**src/rtl/shift_seq_arbiter_if.sv**
```systemverilog
// Request/grant/result bundle for shift_seq_arbiter.
// Optional macro: SHIFT_SEQ_ABORT_EN adds Abort/Aborted.
interface shift_seq_arbiter_if #(
   parameter int STEP_W = 4
);
   logic              Req0;
   logic              Req1;
   logic [2:0]        Seed0;
   logic [2:0]        Seed1;
   logic              A0;
   logic              A1;
   logic [STEP_W-1:0] Steps0;
   logic [STEP_W-1:0] Steps1;
   logic              Gnt0;
   logic              Gnt1;
   logic              Busy;
   logic              Done;
   logic              DoneId;
   logic [2:0]        Result;
   logic [STEP_W-1:0] ZCount;
`ifdef SHIFT_SEQ_ABORT_EN
   logic              Abort;
   logic              Aborted;

   modport slave (
      input  Req0, Req1, Seed0, Seed1,
      input  A0, A1, Steps0, Steps1, Abort,
      output Gnt0, Gnt1, Busy, Done,
      output DoneId, Result, ZCount, Aborted
   );
   modport master (
      output Req0, Req1, Seed0, Seed1,
      output A0, A1, Steps0, Steps1, Abort,
      input  Gnt0, Gnt1, Busy, Done,
      input  DoneId, Result, ZCount, Aborted
   );
`else
   modport slave (
      input  Req0, Req1, Seed0, Seed1,
      input  A0, A1, Steps0, Steps1,
      output Gnt0, Gnt1, Busy, Done,
      output DoneId, Result, ZCount
   );
   modport master (
      output Req0, Req1, Seed0, Seed1,
      output A0, A1, Steps0, Steps1,
      input  Gnt0, Gnt1, Busy, Done,
      input  DoneId, Result, ZCount
   );
`endif
endinterface

```
**src/rtl/shift_seq_arbiter.sv**
```systemverilog
// Two-requester round-robin arbiter around a 3-bit shift-sequence datapath.
// Optional macro: SHIFT_SEQ_ABORT_EN enables mid-job Abort.
module shift_seq_arbiter #(
   parameter int STEP_W = 4
) (
   input  logic         Clk,
   input  logic         Rst_n,
   shift_seq_arbiter_if.slave bus
);

   typedef enum logic [1:0] {
      S_IDLE,
      S_RUN,
      S_DONE
   } state_t;

   state_t            state_q, state_d;
   logic [2:0]        q_q, q_d;
   logic              a_q, a_d;
   logic [STEP_W-1:0] cnt_q, cnt_d;
   logic [STEP_W-1:0] zcnt_q, zcnt_d;
   logic              gnt0_q, gnt0_d;
   logic              gnt1_q, gnt1_d;
   logic              id_q, id_d;
   logic              last_q, last_d;
   logic              abt_q, abt_d;

   logic              z;
   logic              win1;
   logic [STEP_W-1:0] steps_w;

   assign z = ~(q_q[2] | q_q[1])
            ^ (q_q[1] ^ q_q[0]);

   // On a tie the requester not served last wins
   assign win1 = bus.Req1
               & (~bus.Req0 | ~last_q);

   assign steps_w = win1 ? bus.Steps1
                         : bus.Steps0;

   always_ff @(posedge Clk or negedge Rst_n) begin
      if (!Rst_n) begin
         state_q <= S_IDLE;
         q_q     <= 3'b000;
         a_q     <= 1'b0;
         cnt_q   <= '0;
         zcnt_q  <= '0;
         gnt0_q  <= 1'b0;
         gnt1_q  <= 1'b0;
         id_q    <= 1'b0;
         last_q  <= 1'b1;
         abt_q   <= 1'b0;
      end else begin
         state_q <= state_d;
         q_q     <= q_d;
         a_q     <= a_d;
         cnt_q   <= cnt_d;
         zcnt_q  <= zcnt_d;
         gnt0_q  <= gnt0_d;
         gnt1_q  <= gnt1_d;
         id_q    <= id_d;
         last_q  <= last_d;
         abt_q   <= abt_d;
      end
   end

   always_comb begin
      state_d = state_q;
      q_d     = q_q;
      a_d     = a_q;
      cnt_d   = cnt_q;
      zcnt_d  = zcnt_q;
      gnt0_d  = gnt0_q;
      gnt1_d  = gnt1_q;
      id_d    = id_q;
      last_d  = last_q;
      abt_d   = abt_q;
      unique case (state_q)
         S_IDLE: begin
            if (bus.Req0 | bus.Req1) begin
               q_d     = win1 ? bus.Seed1 : bus.Seed0;
               a_d     = win1 ? bus.A1 : bus.A0;
               cnt_d   = steps_w;
               zcnt_d  = '0;
               gnt0_d  = ~win1;
               gnt1_d  = win1;
               id_d    = win1;
               last_d  = win1;
               abt_d   = 1'b0;
               state_d = (steps_w != '0) ? S_RUN
                                         : S_DONE;
            end
         end
         S_RUN: begin
`ifdef SHIFT_SEQ_ABORT_EN
            if (bus.Abort) begin
               state_d = S_DONE;
               abt_d   = 1'b1;
            end else begin
`else
            begin
`endif
               q_d    = {a_q & z, q_q[2], q_q[1]};
               zcnt_d = zcnt_q
                      + {{(STEP_W-1){1'b0}}, z};
               cnt_d  = cnt_q - 1'b1;
               if (cnt_q == {{(STEP_W-1){1'b0}}, 1'b1})
                  state_d = S_DONE;
            end
         end
         S_DONE: begin
            state_d = S_IDLE;
            gnt0_d  = 1'b0;
            gnt1_d  = 1'b0;
         end
         default: begin
            state_d = S_IDLE;
         end
      endcase
   end

   assign bus.Gnt0   = gnt0_q;
   assign bus.Gnt1   = gnt1_q;
   assign bus.Busy   = (state_q == S_RUN)
                     | (state_q == S_DONE);
   assign bus.Done   = (state_q == S_DONE);
   assign bus.DoneId = id_q;
   assign bus.Result = q_q;
   assign bus.ZCount = zcnt_q;
`ifdef SHIFT_SEQ_ABORT_EN
   assign bus.Aborted = abt_q
                      & (state_q == S_DONE);
`endif

endmodule

```
**src/flat_wrapper.sv**
```systemverilog
// flat-port wrapper written by rule: the top's interface ports become plain ports
module shift_seq_arbiter_flat 
#(
   parameter int STEP_W = 4
)
  (Clk, Rst_n, bus_Req0, bus_Req1, bus_Seed0, bus_Seed1, bus_A0, bus_A1, bus_Steps0, bus_Steps1, bus_Gnt0, bus_Gnt1, bus_Busy, bus_Done, bus_DoneId, bus_Result, bus_ZCount);
  shift_seq_arbiter_if #(.STEP_W(STEP_W)) bus_i ();
  input  logic Clk;
  input  logic Rst_n;
  input wire logic [$bits(bus_i.Req0)-1:0] bus_Req0;
  input wire logic [$bits(bus_i.Req1)-1:0] bus_Req1;
  input wire logic [$bits(bus_i.Seed0)-1:0] bus_Seed0;
  input wire logic [$bits(bus_i.Seed1)-1:0] bus_Seed1;
  input wire logic [$bits(bus_i.A0)-1:0] bus_A0;
  input wire logic [$bits(bus_i.A1)-1:0] bus_A1;
  input wire logic [$bits(bus_i.Steps0)-1:0] bus_Steps0;
  input wire logic [$bits(bus_i.Steps1)-1:0] bus_Steps1;
  output wire logic [$bits(bus_i.Gnt0)-1:0] bus_Gnt0;
  output wire logic [$bits(bus_i.Gnt1)-1:0] bus_Gnt1;
  output wire logic [$bits(bus_i.Busy)-1:0] bus_Busy;
  output wire logic [$bits(bus_i.Done)-1:0] bus_Done;
  output wire logic [$bits(bus_i.DoneId)-1:0] bus_DoneId;
  output wire logic [$bits(bus_i.Result)-1:0] bus_Result;
  output wire logic [$bits(bus_i.ZCount)-1:0] bus_ZCount;
  assign bus_i.Req0 = bus_Req0;
  assign bus_i.Req1 = bus_Req1;
  assign bus_i.Seed0 = bus_Seed0;
  assign bus_i.Seed1 = bus_Seed1;
  assign bus_i.A0 = bus_A0;
  assign bus_i.A1 = bus_A1;
  assign bus_i.Steps0 = bus_Steps0;
  assign bus_i.Steps1 = bus_Steps1;
  assign bus_Gnt0 = bus_i.Gnt0;
  assign bus_Gnt1 = bus_i.Gnt1;
  assign bus_Busy = bus_i.Busy;
  assign bus_Done = bus_i.Done;
  assign bus_DoneId = bus_i.DoneId;
  assign bus_Result = bus_i.Result;
  assign bus_ZCount = bus_i.ZCount;
  shift_seq_arbiter #(.STEP_W(STEP_W)) u_core (.Clk(Clk), .Rst_n(Rst_n), .bus(bus_i));
endmodule
```
**config.mk**
```make
export PLATFORM = sky130hd
export DESIGN_NAME = shift_seq_arbiter_flat
export DESIGN_NICKNAME = d
export VERILOG_FILES = /design/src/rtl/shift_seq_arbiter_if.sv /design/src/rtl/shift_seq_arbiter.sv /design/src/flat_wrapper.sv
export SDC_FILE = /design/constraint.sdc
export NUM_CORES = 1
export LEC_CHECK = 0
export BUFFER_PORTS_ARGS = -buffer_cell sky130_fd_sc_hd__buf_2
export CORE_UTILIZATION = 35
export DETAILED_ROUTE_END_ITERATION = 7
export SYNTH_ARGS = -nofsm -noshare
export SYNTH_HDL_FRONTEND = slang
export SYNTH_SLANG_ARGS = --single-unit
```
**constraint.sdc**
```tcl
create_clock -name Clk -period 4.3 [get_ports Clk]
set_input_delay 0.215 -clock Clk [delete_from_list [all_inputs] [get_ports Clk]]
set_output_delay 0.215 -clock Clk [all_outputs]
set_load 0.01 [all_outputs]
```
==> reports/summary.md, run 1 <==
The flow ran to the end, and the final reports show no timing, DRC or antenna violations. Post-CTS timing repair inserted 0 buffers for setup. STA classifies the critical path startpoint as a register. Max-cap violations in this run came to 0. Predominant post-synthesis flop cell: dfrtp_1. TritonCTS built the clock tree.

Count of endpoints failing setup in the final report: 0. For this run the aggregate overflow at the end of global routing stands at 0. For the final database, setup skew stands at 2.89 ps. During I/O placement, the number of pins put on the boundary was 32. The first global-routing pass estimated 4870 um of wire. Measured along the x axis, the die boundary spans 61.4 um. The number of nets in the synthesized netlist was 158; the maximum clock frequency was 0.450 GHz.

At the worst endpoint, the required time is 4480 ps. Traced cell by cell, the critical path runs through inv_1 > ha_1 > nor3b_2 > o21ai_0 > nor3b_1. Detailed routing inserted a total of 1161 vias. The share of flip-flops with an asynchronous set or reset works out to 100%. Entering global routing, the biggest net connects 24 pins. The synthesized netlist contains 43 unique library cells.

The largest single stage delay on the critical path is 670 ps. The tools report the number of DRC markers in iteration 0 as 86. The residual DRC count is 0, and the total number of clock tree sinks is 18. Buffers inserted during clock tree synthesis total 3.

The number of standard-cell rows in the floorplan is 21, and the initial antenna violation count is 0. From synthesis to final layout, the design area changed by 18.1%. Of the total power, the clock network draws 11.1%.

The tools report the number of nets in the layout as 189. For the number of global-route vias before repair, the log shows 1074. The logs give 0 for the max-slew violation total from the final report and 4 for the number of detailed-route iterations in the first pass.

The cell area that synthesis handed to floorplanning was 1240 um^2. The top cell family by delay on the critical path was simple AND/OR/NAND/NOR gates. The finished layout holds 207 standard cells, fillers aside.

Summed over all nets, the switching power comes to 0.000451 W. The count of flip-flops with a built-in enable after synthesis is 0. At the later pin of the worst-skew pair, clock insertion delay measures 300 ps. Routability-driven placement finished with a final weighted congestion of 0.813.

The per-instance average area after synthesis came out at 9.44 um^2. The number of I/O port buffers was 31; the area share of the largest cell type after synthesis was 34.4%. In this run, synthesis produced a sequential element count of 18. Setup repair after global routing left no endpoint under its margin.

The run gives 1 as the deepest level of the CTS H-tree. The number of buffer and inverter instances along the worst setup path came out at 1. Slowest cell on the critical path: ha_1. The number of cells in the design after placement is 202, and the top fanout value on the critical path is 21.

Net switching is 45.9% of the power. The sequential area share after synthesis came out at 36.5%. Summing all placed instances gives a cell area of 1410 um^2. The synthesized design spends more area on one cell type than any other, namely dfrtp_1.

The tree is rooted in a clkbuf_4. The area of the die was 3770 um^2; the total of warnings raised by yosys was 0. Across all hold checks on the routed design, the worst slack comes to 163 ps. Data arrives at the worst endpoint at 2400 ps.

The actual slew at the worst max-slew pin was 863 ps; the internal cell power was 0.000532 W. The detail route stage leaves a number of antenna-violating nets equal to 0. The static power due to leakage came out at 0.652 nW.

Measured along the y axis, the die boundary spans 61.4 um. The relative slew slack was 42.5%; the antenna diode count was 0. The total track usage came out at 17.4%. For the summed area of non-filler cells in the final layout, the log shows 1460 um^2. In the final layout, the share of cells above drive strength 1 is 27.3%.

The period utilization is 51.7%. The tools report the post-synthesis cell count as 131. The combinational share of power is 56.3%, and the aggregate routed wire length is 3120 um. In this run, flip-flops and latches consume 32.6% of the power. Yosys attributes the largest share of cell area to dfrtp_1, mux2i_1, ha_1. Final hold violation count: 0. The floorplan step defined a core boundary enclosing 3360 um^2. In this run the worst hold path is classified as in -> reg. After layout, the minimum clock period comes to 2220 ps.

The post-DP HPWL was 2320 um. The longest clock path from root to sink contains 2 buffers. The worst-case IR drop observed on VDD is 0.321 mV. The total power per unit cell area was 673 nW/um^2. Path type of the worst setup path: reg -> reg. The via density per instance is 5.61. The run gives 0 ps as the setup TNS. The initial utilization of the core area, before any placement, comes to 36.8%. STA classifies the critical path endpoint as a register. Dividing the detail-routed wire length by the instance count gives 15.1 um. After clock tree synthesis, the clock-pin slew on the worst setup and hold paths is 110 ps.
final timing paths:
| kind | startpoint | to | slack (ps) | cells after the start |
|---|---|---|---|---|
| hold / removal | bus_Req0 | u_core.last_q | 160 | 2 |
| min in group asynchronous | Rst_n | u_core.bus.Gnt1 | 380 | 2 |
| max in group asynchronous | Rst_n | u_core.last_q | 3590 | 2 |
| hold reg to reg | u_core.a_q | u_core.a_q | 520 | 2 |
| setup reg to reg | u_core.state_q[0] | u_core.state_q[1] | 2080 | 5 |
| setup / recovery | u_core.state_q[0] | u_core.state_q[1] | 2080 | 5 |
repair_timing:
item | CTS | global route
resized for setup | 0 | 0
hold buffers | 1 | 0
hold endpoints to repair | 17 | 0
sequential cells by signal (all words and copies together), names as in the netlist:
register,cells
u_core.bus.ZCount,4
u_core.bus.Gnt1,1
u_core.bus.DoneId,1
u_core.state_q,2
u_core.bus.Gnt0,1
u_core.cnt_q,4
u_core.bus.Result,3
u_core.a_q,1
u_core.last_q,1
cells in the mapped netlist (2+ instances only):
master and n:
a211oi_1 3, nand2_1 6, a31oi_1 2, o21ai_0 9, nor2_1 6, a22o_1 4
a32oi_1 2, dfrtp_1 17, ha_1 7, nor3_1 7, nor4_1 2, mux2_2 2
a21oi_1 10, buf_2 4, inv_1 7, o2bb2ai_1 3, nand3_1 4, o22ai_1 3
mux2i_1 9
final cells by class:
class	count	area, um^2
fill	352	1900
multi-input combinational	100	723
sequential	18	452
timing repair buffer	32	165
tap	46	57.6
clock buffer	4	36.3
inverter	7	26.3
cell families (layout without fill, tap and decap cells):
family          count (synthesis)  count (layout)  synth area share, %
xor+xnor                        1               1                0.709
flops                          18              18                 36.5
fa+ha+maj                       7               7                 7.08
simple gates                   32              32                 13.6
mux                            12              12                 10.3
buf+inv                        13              43                 4.96
compound gates                 48              48                 26.8
stage by stage:
step | power [W] | worst slack, ps | util [%]
6_report | 0.000982 | 2080 | 43.4
3_5_place_dp | 0.000873 | 2110 | 42.0
3_3_place_gp | 0.000856 | 2190 | 42.0
2_1_floorplan | 0.000721 | 2730 | -
5_1_grt | 0.00107 | 1880 | 43.4
4_1_cts | 0.000987 | 2100 | 43.4
routing by layer:
metal	vias up	GRT usage, %	wire [um]
li1	563	-	-
met1	572	23.1	1510
met2	22	29.2	1490
met3	4	3.99	90
met4	0	3.81	35
met5	-	0	0
placed cells by master, fill, tap and decap left out, types with 2 or more instances in the layout:
master,Yosys,layout
a211oi_1,3,3
a21oi_1,10,10
a22o_1,4,4
a31oi_1,2,2
a32oi_1,2,2
buf_2,4,31
clkbuf_4,0,3
dfrtp_1,17,17
ha_1,7,7
inv_1,7,7
mux2_2,2,2
mux2i_1,9,9
nand2_1,6,6
nand3_1,4,4
nor2_1,6,6
nor3_1,7,7
nor4_1,2,2
o21ai_0,9,9
o22ai_1,3,3
o2bb2ai_1,3,3
power groups by stage:
stage,registers [W],clock network [W],logic [W]
global route,0.000334,0.000120,0.000620
floorplan,0.000323,0,0.000399
detailed placement,0.000323,0,0.000550
finish,0.000320,0.000109,0.000553
CTS,0.000319,0.000114,0.000553
global placement,0.000319,0,0.000537
Power figures use the tool's default switching activity.
==> run 2: changes to the inputs <==
clock period = 1.9 ns   (was 4.3 ns; I/O delays follow)
==> run 2 against run 1 <==
- die area unchanged
- largest power group unchanged
- largest cell class unchanged
- global-route usage increased by 1.4 points
- cell count grew 3.9%
==> reports/summary.md, run 2 (same netlist as run 1, synthesis figures left out) <==
The run finished with clean final reports. The relative slew slack was 70.4%. The top cell types in the final layout, fill and taps aside, are buf_2, dfrtp_1, a21oi_1, mux2i_1, o21ai_0.

The ratio of cells with drive above 1 in the final layout is 30.8%, and the number of global-route vias before repair is 1147. The net switching fraction of the power was 44.6%; the setup skew after layout was 11.2 ps. The number of buffer and inverter instances along the worst setup path works out to 3.

CTS placed an instance of clkbuf_4 at the clock tree root. Total of fill cells in the finished design: 375. The tools report the max-slew violation total from the final report as 0. The logs give 0 for the final hold violation count and 0.828 for the weighted congestion reported at the end of routability-driven placement. The routed design could run at a clock period as short as 1720 ps. On the critical path the largest part of the delay comes from compound AO/OA/AOI/OAI gates. The logs give 32 for the I/O pin total and 215 for the filler-free cell count of the finished design.

The total number of clock tree sinks is 18, and the worst-case vdd ir drop is 0.606 mV. Summed over all failing endpoints, the final setup total negative slack is 0 ps. The first global-routing pass estimated 5190 um of wire. The tools report the deepest level of the CTS H-tree as 1. For this block, the initial DRC count from the detailed router was 69. The sort of element at the end of the critical path was a register. The path type of the worst setup path is reg -> reg.

The tools report the number of nets with antenna violations after routing as 0. The tools report the initial antenna violation count as 0. Cells fill 45.8% of the core in the end. Before CTS, the worst setup slack after placement is 132 ps. Max-cap violations in this run came to 0.

The data arrival time of the critical path was 1970 ps; the net switching power was 0.00106 W. Counting along the longest clock path gives a buffer depth of 2. The core region is 3360 um^2. Sequential cells account for 30.6% of the total power. The antenna diode count is 0, and the die boundary height is 61.4 um. The average wire per cell in the routed design is 15.3 um, and the clock slew at the register clock pins of the worst setup and hold paths is 130 ps. The residual DRC count came out at 0. Post-CTS timing repair inserted 0 buffers for setup.

The worst hold path belongs to the class in -> reg. After floorplanning, the core was divided into 21 placement rows. The worst setup path is launched from a register. Top fanout value on the critical path: 13. In the routed layout, each cell is associated on average with a via count of 5.53. The worst path meets setup with 178 ps of slack. The clock network fraction of total power is 11.0%. By instance count, the cell type seen most on the critical path is inv_1. In this design, the stage delay of the slowest critical-path cell is 420 ps. Entering global routing, the biggest net connects 19 pins.

The layout overhead on the synthesized area works out to 24.5%. Hold timing on the final database bottoms out at a slack of 52.8 ps. Power spread over the standard cell area amounts to 1540 nW/um^2. Setup repair after global routing left no endpoint under its margin. The actual slew at the worst max-slew pin works out to 443 ps. The die is 61.4 um wide. The internal portion of the total power is 0.00131 W.

The remaining global-route overflow is 0, and the number of vias in the routed layout is 1189. The run gives 58.4% as the combinational share of power. The signal on the critical path passes through inv_1 > ha_1 > buf_12 > inv_1 > o2111ai_1 > o311ai_0 > a31oi_1. For the TritonCTS buffer count, the log shows 3.

The worst path uses 90.6% of the clock period. The number of nets in the layout was 197. The die covers 3770 um^2. The tools report the post-DP HPWL as 2480 um. The library cell used most frequently in the layout, excluding fill and tap cells, is buf_2.

In this run the register-to-register setup slack is 180 ps. The logs give 3300 um for the aggregate routed wire length and 320 ps for the clock insertion delay at the later pin of the skew report. The logs give 2150 ps for the endpoint required time on the critical path and 0 for the count of endpoints failing setup in the final report. The first TritonRoute pass finished after 4 iterations. The number of placed instances, taps included, is 210. Slowest cell on the critical path: dfrtp_1. The total track usage was 18.9%; the static power due to leakage was 0.699 nW.

Timing would allow up to 0.581 GHz. The initial utilization of the core area, before any placement, comes to 36.8%. TritonCTS built the clock tree.

The number of I/O port buffers was 31.
run 2: cell count changes in the layout (fill, tap and decap cells not counted), sizes merged:
cell  before  now
buf       31   39
run 2: timing repair:
action | 4_1_cts | 5_1_grt
endpoints found under the hold margin | 17 | 0
resized for setup | 0 | 1
hold buffers | 1 | 0
endpoints found under the setup margin | 0 | 4
run 2: per-layer routing:
metal  vias to the layer above  track usage (%)  routed length (um)
li1                        577                -                   -
met1                       585             25.4                1540
met2                        23             31.5                1610
met3                         4             3.99                 115
met4                         0             3.81                  30
met5                         -                0                   0
run 2: final timing paths:
path / from / end / cells past startpoint
max: u_core.state_q[0] / u_core.cnt_q[3] / 7
min: bus_Req0 / u_core.last_q / 2
max reg2reg: u_core.state_q[0] / u_core.cnt_q[3] / 7
min reg2reg: u_core.a_q / u_core.a_q / 2
max in group asynchronous: Rst_n / u_core.last_q / 2
min in group asynchronous: Rst_n / u_core.bus.Gnt1 / 2
run 2: worst register-to-register path, delay by kind of cell (launching register included):
family / cells / cell delay (ps)
buffers and inverters: 3 / 400
flip-flops: 1 / 420
adder cells (fa/ha/maj): 1 / 320
AO/OA/AOI/OAI: 3 / 530
run 2: power groups by stage:
stage                     clock network (W)  logic [W]  registers (W)
final                              0.000260    0.00139       0.000725
after global routing               0.000278    0.00155       0.000745
after CTS                          0.000265    0.00139       0.000720
after detailed placement                  0    0.00137       0.000725
after global placement                    0    0.00133       0.000720
after floorplan                           0   0.000902       0.000730
run 2: per-stage QoR:
| stage | cell area, um^2 | power, W |
|---|---|---|
| 2_1_floorplan | 1240 | 0.00163 |
| 3_3_place_gp | 1490 | 0.00205 |
| 3_5_place_dp | 1490 | 0.00210 |
| 4_1_cts | 1530 | 0.00237 |
| 5_1_grt | 1540 | 0.00257 |
| 6_report | 1540 | 0.00237 |
run 2: cell type report:
| cell class | count | area (um^2) | share of cell area [%] |
|---|---|---|---|
| multi-input combinational | 100 | 729 | 47.4 |
| clock buffer | 4 | 36.3 | 2.36 |
| timing repair buffer | 40 | 238 | 15.4 |
| tap | 46 | 57.6 | 3.74 |
| inverter | 7 | 26.3 | 1.71 |
| sequential | 18 | 452 | 29.3 |
